$ cat src/rtl/display_scan_controller.sv
// Digit-scan sequencer for a 4-digit multiplexed 7-segment display.
// Prescaled one-hot ring select, frame-synchronous double buffering and leading-zero blanking.
module display_scan_controller #(
    parameter int unsigned CLK_DIV = 50000,
    parameter int unsigned PRESC_W = 16
) (
    input  logic       clock,
    input  logic       reset_n,
    input  logic       enable,
    input  logic       update,
    input  logic       blank_leading,
    input  logic [3:0] data_3,
    input  logic [3:0] data_2,
    input  logic [3:0] data_1,
    input  logic [3:0] data_0,
    output logic [3:0] ring_counter,
    output logic [3:0] digit_out,
    output logic       blank,
    output logic       frame_done
);

    localparam logic [PRESC_W-1:0] PRESC_MAX = PRESC_W'(CLK_DIV - 1);

    logic [PRESC_W-1:0] presc_q, presc_d;
    logic [3:0]         ring_q, ring_d;
    logic [15:0]        staging_q, staging_d;
    logic [15:0]        shown_q, shown_d;
    logic               pending_q, pending_d;
    logic               frame_done_q, frame_done_d;

    logic        tick;
    logic        wrap;
    logic [15:0] data_in;
    logic        zero_3, zero_32, zero_321;

    assign data_in = {data_3, data_2, data_1, data_0};
    assign tick    = enable && (presc_q == PRESC_MAX);
    assign wrap    = tick && (ring_q == 4'b1000);

    always_ff @(posedge clock or negedge reset_n) begin
        if (!reset_n) begin
            presc_q      <= '0;
            ring_q       <= 4'b0001;
            staging_q    <= '0;
            shown_q      <= '0;
            pending_q    <= 1'b0;
            frame_done_q <= 1'b0;
        end else begin
            presc_q      <= presc_d;
            ring_q       <= ring_d;
            staging_q    <= staging_d;
            shown_q      <= shown_d;
            pending_q    <= pending_d;
            frame_done_q <= frame_done_d;
        end
    end

    always_comb begin
        presc_d      = presc_q;
        ring_d       = ring_q;
        staging_d    = staging_q;
        shown_d      = shown_q;
        pending_d    = pending_q;
        frame_done_d = wrap;

        if (!enable) begin
            presc_d = '0;
            ring_d  = 4'b0001;
        end else begin
            presc_d = tick ? '0 : presc_q + 1'b1;
            if (!$onehot(ring_q)) begin
                ring_d = 4'b0001;
            end else if (tick) begin
                ring_d = {ring_q[2:0], ring_q[3]};
            end
        end

        // An update landing on the wrap edge bypasses staging so the fresh value is shown at once.
        if (update) begin
            staging_d = data_in;
            if (wrap) begin
                shown_d   = data_in;
                pending_d = 1'b0;
            end else begin
                pending_d = 1'b1;
            end
        end else if (wrap && pending_q) begin
            shown_d   = staging_q;
            pending_d = 1'b0;
        end
    end

    assign zero_3   = (shown_q[15:12] == 4'd0);
    assign zero_32  = zero_3 && (shown_q[11:8] == 4'd0);
    assign zero_321 = zero_32 && (shown_q[7:4] == 4'd0);

    always_comb begin
        digit_out = shown_q[3:0];
        blank     = 1'b0;
        unique case (ring_q)
            4'b0010: begin
                digit_out = shown_q[7:4];
                blank     = zero_321;
            end
            4'b0100: begin
                digit_out = shown_q[11:8];
                blank     = zero_32;
            end
            4'b1000: begin
                digit_out = shown_q[15:12];
                blank     = zero_3;
            end
            default: begin
                digit_out = shown_q[3:0];
                blank     = 1'b0;
            end
        endcase
        blank = blank && blank_leading && enable;
    end

    assign ring_counter = enable ? ring_q : '0;
    assign frame_done   = frame_done_q;

endmodule

$ cat config.mk
export PLATFORM = sky130hd
export DESIGN_NAME = display_scan_controller
export DESIGN_NICKNAME = d
export VERILOG_FILES = /design/src/rtl/display_scan_controller.sv
export SDC_FILE = /design/constraint.sdc
export NUM_CORES = 1
export LEC_CHECK = 0
export BUFFER_PORTS_ARGS = -buffer_cell sky130_fd_sc_hd__buf_2
export CAP_MARGIN = 10
export CORE_MARGIN = 2
export CORE_UTILIZATION = 45
export CTS_BUF_LIST = sky130_fd_sc_hd__clkbuf_16
export DETAILED_ROUTE_END_ITERATION = 7
export HOLD_SLACK_MARGIN = 0.03
export PLACE_DENSITY_LB_ADDON = 0.15
export SLEW_MARGIN = 15
export SYNTH_ARGS = -nofsm -noshare
export SYNTH_HDL_FRONTEND = slang
export SYNTH_SLANG_ARGS = --single-unit
$ cat constraint.sdc
create_clock -name clock -period 3.25 [get_ports clock]
set_input_delay 0.325 -clock clock [delete_from_list [all_inputs] [get_ports clock]]
set_output_delay 0.325 -clock clock [all_outputs]
set_load 0.02 [all_outputs]
Word-level counts from Yosys, hierarchy flattened
Index checks and enable logic that the tools add are counted.
{"block": "totals", "regBits": 54, "input_bits": 21, "out_inout_bits": 10, "elab_cells": 43}
{"block": "op_classes", "add_sub_neg": 4, "n_eq_ne": 7, "n_mux": 14, "reduce_logical": 12}
{"op": "$mux W16", "count": 5}
{"op": "$add A16 B1 Y16 const B", "count": 1}
{"op": "$eq A16 B16 Y1 const B", "count": 1}
{"op": "$mux W4", "count": 4}
{"op": "$logic_not A4 Y1", "count": 3}
{"op": "$pmux W4 S3", "count": 1}
{"op": "$logic_and A1 B1 Y1", "count": 7}
{"op": "$add A1 B1 Y2", "count": 2}
{"op": "$eq A4 B2 Y1 const B", "count": 1}
{"op": "$eq A4 B3 Y1 const B", "count": 1}
{"op": "$eq A4 B4 Y1 const B", "count": 1}
{"op": "$add A2 B2 Y3", "count": 1}
{"op": "$eq A3 B1 Y1 const B", "count": 1}
{"op": "$mux W1", "count": 3}
{"op": "$ne A3 B3 Y1 const B", "count": 1}
{"op": "$pmux W1 S3", "count": 1}
{"op": "$ne A2 B1 Y1 const B", "count": 1}
{"op": "$reduce_and A2 Y1", "count": 1}
{"op": "$reduce_bool A2 Y1", "count": 1}

Longest topological paths before layout
{"block": "logic_depth", "depth_word": 6, "mapped_depth": 9, "depth_no_buf": 8}

Least setup slack after synthesis
No wires, ideal clock.
{"block": "synth_path", "path_kind": "reg2reg", "from": "register ring_q[0]", "to": "register ring_q[0]", "setup_ns": 0.082, "arrival_ns": 2.107, "required_time_ns": 3.168, "slack_ns": 1.061, "stages_incl_launch_ff": 9, "path_buffers": 0, "synth_period_minus_slack_ns": 2.189, "cell_sequence": "dfstp_2 > inv_1 > fa_1 > inv_1 > ha_1 > ha_1 > nor2_1 > nand3_1 > a211o_2"}
{"block": "synth_via", "elab_chain_len": 5, "word_cells_on_any_way": 6}
{"element": "from (decl)", "line_no": "25", "text": "logic [3:0] ring_q, ring_d;"}
{"element": "from (signal assigned)", "line_no": "50", "text": "ring_q <= ring_d;"}
{"element": "$add A1 B1 Y2 (implied by the code) *", "line_no": "71", "text": "if (!$onehot(ring_q)) begin"}
{"element": "$add A2 B2 Y3 (implied by the code) *", "line_no": "71"}
{"element": "$eq A3 B1 Y1 *", "line_no": "71"}
{"element": "$mux W4", "line_no": "71"}
{"element": "$mux W4", "line_no": "66", "text": "if (!enable) begin"}
Every way passes the cells marked *; elsewhere a longest branch is shown, timed or not.
A chain may end at the register's enable or synchronous reset.

Worst setup path after layout
{"block": "layout_path", "from": "register presc_q[0]", "to": "register shown_q[0]"}
{"block": "layout_via", "elab_chain_len": 6, "word_cells_on_any_way": 7}
{"element": "from (decl)", "line_no": "24", "text": "logic [PRESC_W-1:0] presc_q, presc_d;"}
{"element": "from (signal assigned)", "line_no": "49", "text": "presc_q <= presc_d;"}
{"element": "$eq A16 B16 Y1 *", "line_no": "37", "text": "assign tick = enable && (presc_q == PRESC_MAX);"}
{"element": "$logic_and A1 B1 Y1 *", "line_no": "37"}
{"element": "$logic_and A1 B1 Y1 *", "line_no": "38", "text": "assign wrap = tick && (ring_q == 4'b1000);"}
{"element": "$logic_and A1 B1 Y1", "line_no": "87", "text": "end else if (wrap && pending_q) begin"}
{"element": "$reduce_bool A2 Y1 (no line)"}
{"element": "$reduce_and A2 Y1 (no line) *"}
{"element": "to (signal assigned)", "line_no": "52", "text": "shown_q <= shown_d;"}
{"element": "to (decl)", "line_no": "27", "text": "logic [15:0] shown_q, shown_d;"}
Marks and branches as above.

==> results.json <==
{
  "setup_tns_ps": 0,
  "fmax_ghz": 0.418,
  "p_leak_uw": 0.00142,
  "htreeDepth": 2,
  "synth-edff-count": 0,
  "async_flop_share_pct": 100,
  "track_usage_pct": 17.2,
  "drt_iter0_markers": 49,
  "netlist_instances": 217,
  "max_stage_delay_ps": 780,
  "status": "finished, final reports clean",
  "antennaDiodeCount": 0,
  "holdCritPathClass": "input pin to asynchronous set/reset pin",
  "die_x_um": 80.4,
  "crit_fanout": 16,
  "row_count": 27,
  "worstReg2RegEnd": "shown_q[0]",
  "end_kind": "flop",
  "clock_path_buffers": 2,
  "yosysWarnings": 0,
  "worstPathArrival_ps": 2570,
  "ios": 31,
  "rsz0062_at_grt": "false",
  "drive_above_1_share_pct": 31.0,
  "cts.sinks": 54,
  "insertion_delay_ps": 290,
  "seq_power_share_pct": 48.9,
  "dpl_cell_area_mm2": 0.00282,
  "cts_setup_buffers": 0,
  "powerDensity_mw_per_mm2": 478,
  "grt_first_pass_wirelength_um": 8470,
  "numCtsBuffers": 5,
  "synth_area_leaders": "dfrtp_1 (50%), mux2_2 (9.4%), mux2_4 (5.7%)",
  "path_class": "flop to flop",
  "synth.distinct_cells": 42,
  "core_mm2": 0.00557,
  "grt_max_degree": 34,
  "r2r-start": "presc_q[0]",
  "first_pass_iters": 5,
  "fp.dieH_um": 80.4,
  "finalWeightedCongestion": 0.814,
  "holdBufCountCts": 0,
  "pre_cts_slack_ps": 829,
  "p_total_uw": 1440,
  "yosysTopAreaCell": "dfrtp_1",
  "fin_skew_ps": 3.21,
  "ys.flop_type": "dfrtp_1",
  "fin_crit_sh_pct": 73.6,
  "tightestPinTransition_ps": 873,
  "initial_core_util_pct": 47.2,
  "final_area_mm2": 0.00301,
  "period_needed_ps": 2390,
  "io_buffer_count": 30,
  "finalMaxSlewViolations": 0,
  "routed_via_density": 5.30,
  "syn_area_per_cell_um2": 12.1,
  "netSwitchingFraction_pct": 18.8,
  "clkPwrFrac_pct": 46.2,
  "intPower_uw": 1170,
  "die-area_mm2": 0.00647,
  "pwr-share-comb_pct": 4.9,
  "whs_ps": 101,
  "ant_nets": 0,
  "synth_area_mm2": 0.00263,
  "area_growth_pct": 14.4,
  "p_sw_uw": 270,
  "grt_overflow": 0,
  "yosysSeqAreaShare_pct": 51.5,
  "critPathSlowestCell": "or3_1",
  "startpoint_type": "flop",
  "max_slew_margin_pct": 41.8,
  "crit_start": "presc_q[0]",
  "ctsResizeCount": 0,
  "worst_slack_ps": 857,
  "fin_nets": 274,
  "r2r_cells": 5,
  "ys_seq_elements": 54,
  "routed_wl_um": 4790,
  "drc": 0,
  "crit_end": "shown_q[0]",
  "path_clk_slew_ps": 70,
  "antenna_found_initial": 0,
  "synth.top_cell.area_share_pct": 50.5,
  "setup_viol": 0,
  "hold_violations": 0,
  "grt_pass1_vias": 1738,
  "clockRootBuffer": "clkbuf_16",
  "avgRoutedWirePerCell_um": 15.0,
  "required_ps": 3420,
  "maxCapViolations": 0,
  "cts_tree": "done",
  "num_vias": 1697,
  "reg2reg_slack_ps": 860,
  "crit_chain": "ha_1 -> and3_1 -> nand4_4 -> or3_1 -> mux2_4",
  "dp_hpwl_um": 3410,
  "vdd_ir_drop_max_v": 0.000337,
  "syn_nets": 244
}
## power groups by stage
stage	logic (uW)	registers (uW)	clock network (uW)
final	70.7	702	663
after global routing	81.3	704	718
after global placement	72.6	714	0
after detailed placement	73.1	715	0
after floorplan	38.0	713	0
after CTS	73.6	702	688
## cell usage in the layout, fill, tap and decap left out, types with 2 or more instances in the layout
cell type	synthesis	layout
nand3_1	7	7
nor2_1	26	26
a22oi_1	3	3
buf_2	0	30
mux2_2	22	22
nor2b_1	3	3
and4bb_2	2	2
nand4_1	4	4
nand2_1	4	4
ha_1	5	5
and3_1	2	2
mux2_4	10	10
bufinv_16	0	2
dfrtp_1	53	53
o31ai_1	2	2
xor2_1	2	2
nor3b_1	2	2
nor4_1	7	7
a221o_1	4	4
or3_1	3	3
a21oi_1	5	5
and2_1	4	4
xnor2_1	9	9
clkbuf_16	0	5
inv_1	11	11
nor3_1	2	2
or4_1	2	2
mux2i_1	3	3
o21a_1	2	2
## worst max-delay path: cells and delay by family, from the launching register on
| family | cells | cell delay [ps] |
|---|---|---|
| muxes | 1 | 430 |
| and+or+nand+nor | 3 | 1260 |
| adders and majority gates | 1 | 200 |
| DFF | 1 | 380 |
## cell families after synthesis
kind of cell	share of synthesized area (%)
adders and majority gates	3.14
AOI/OAI and AO/OA	5.38
muxes	16.3
buffers and inverters	3.81
xor gates and xnor gates	3.67
DFF	51.5
and+or+nand+nor	16.3
## sequential cells by signal, summed over array words and instances, names as in the netlist
register,flops
frame_done,1
pending_q,1
presc_q,16
ring_q,4
shown_q,16
staging_q,16
## layout make-up
class / count / area, um^2
fill: 500 / 2570
sequential: 54 / 1350
multi-input combinational: 144 / 1180
timing repair buffer: 31 / 158
clock buffer: 5 / 125
tap: 72 / 90.1
clock inverter: 3 / 63.8
inverter: 11 / 41.3
## per-stage QoR
stage / cells / util (%)
floorplan: 217 / -
global placement: 312 / 50.5
detailed placement: 312 / 50.5
CTS: 320 / 53.9
global route: 320 / 53.9
finish: 320 / 53.9
## Yosys cell counts, types with 2 or more instances
cell and count:
o21a_1 2, nor4_1 7, inv_1 11, a21oi_1 5
nand4_1 4, nor2b_1 3, and4bb_2 2, nor3b_1 2
clkbuf_1 3, xor2_1 2, or4_1 2, nand3_1 7
mux2_4 10, nor2_1 26, and3_1 2, or3_1 3
xnor2_1 9, nor3_1 2, a221o_1 4, dfrtp_1 53
a22oi_1 3, ha_1 5, o31ai_1 2, nand2_1 4
mux2_2 22, and2_1 4, mux2i_1 3
## how the worst min path moves through the flow
| stage | startpoint | endpoint |
|---|---|---|
| 2_1_floorplan | reset_n | frame_done |
| 3_3_place_gp | reset_n | ring_q[2] |
| 3_5_place_dp | reset_n | ring_q[1] |
| 4_1_cts | reset_n | ring_q[1] |
| 5_1_grt | reset_n | ring_q[2] |
| 6_report | reset_n | ring_q[2] |
## routing by layer
| metal | track usage (%) | share of wire (%) | up-vias |
|---|---|---|---|
| met5 | 0 | 0 | - |
| met4 | 6.44 | 1.6 | 0 |
| met3 | 3.93 | 4.7 | 9 |
| met2 | 27.5 | 47 | 45 |
| met1 | 22.7 | 47 | 813 |
| li1 | - | - | 830 |
Power figures use the tool's default switching activity.
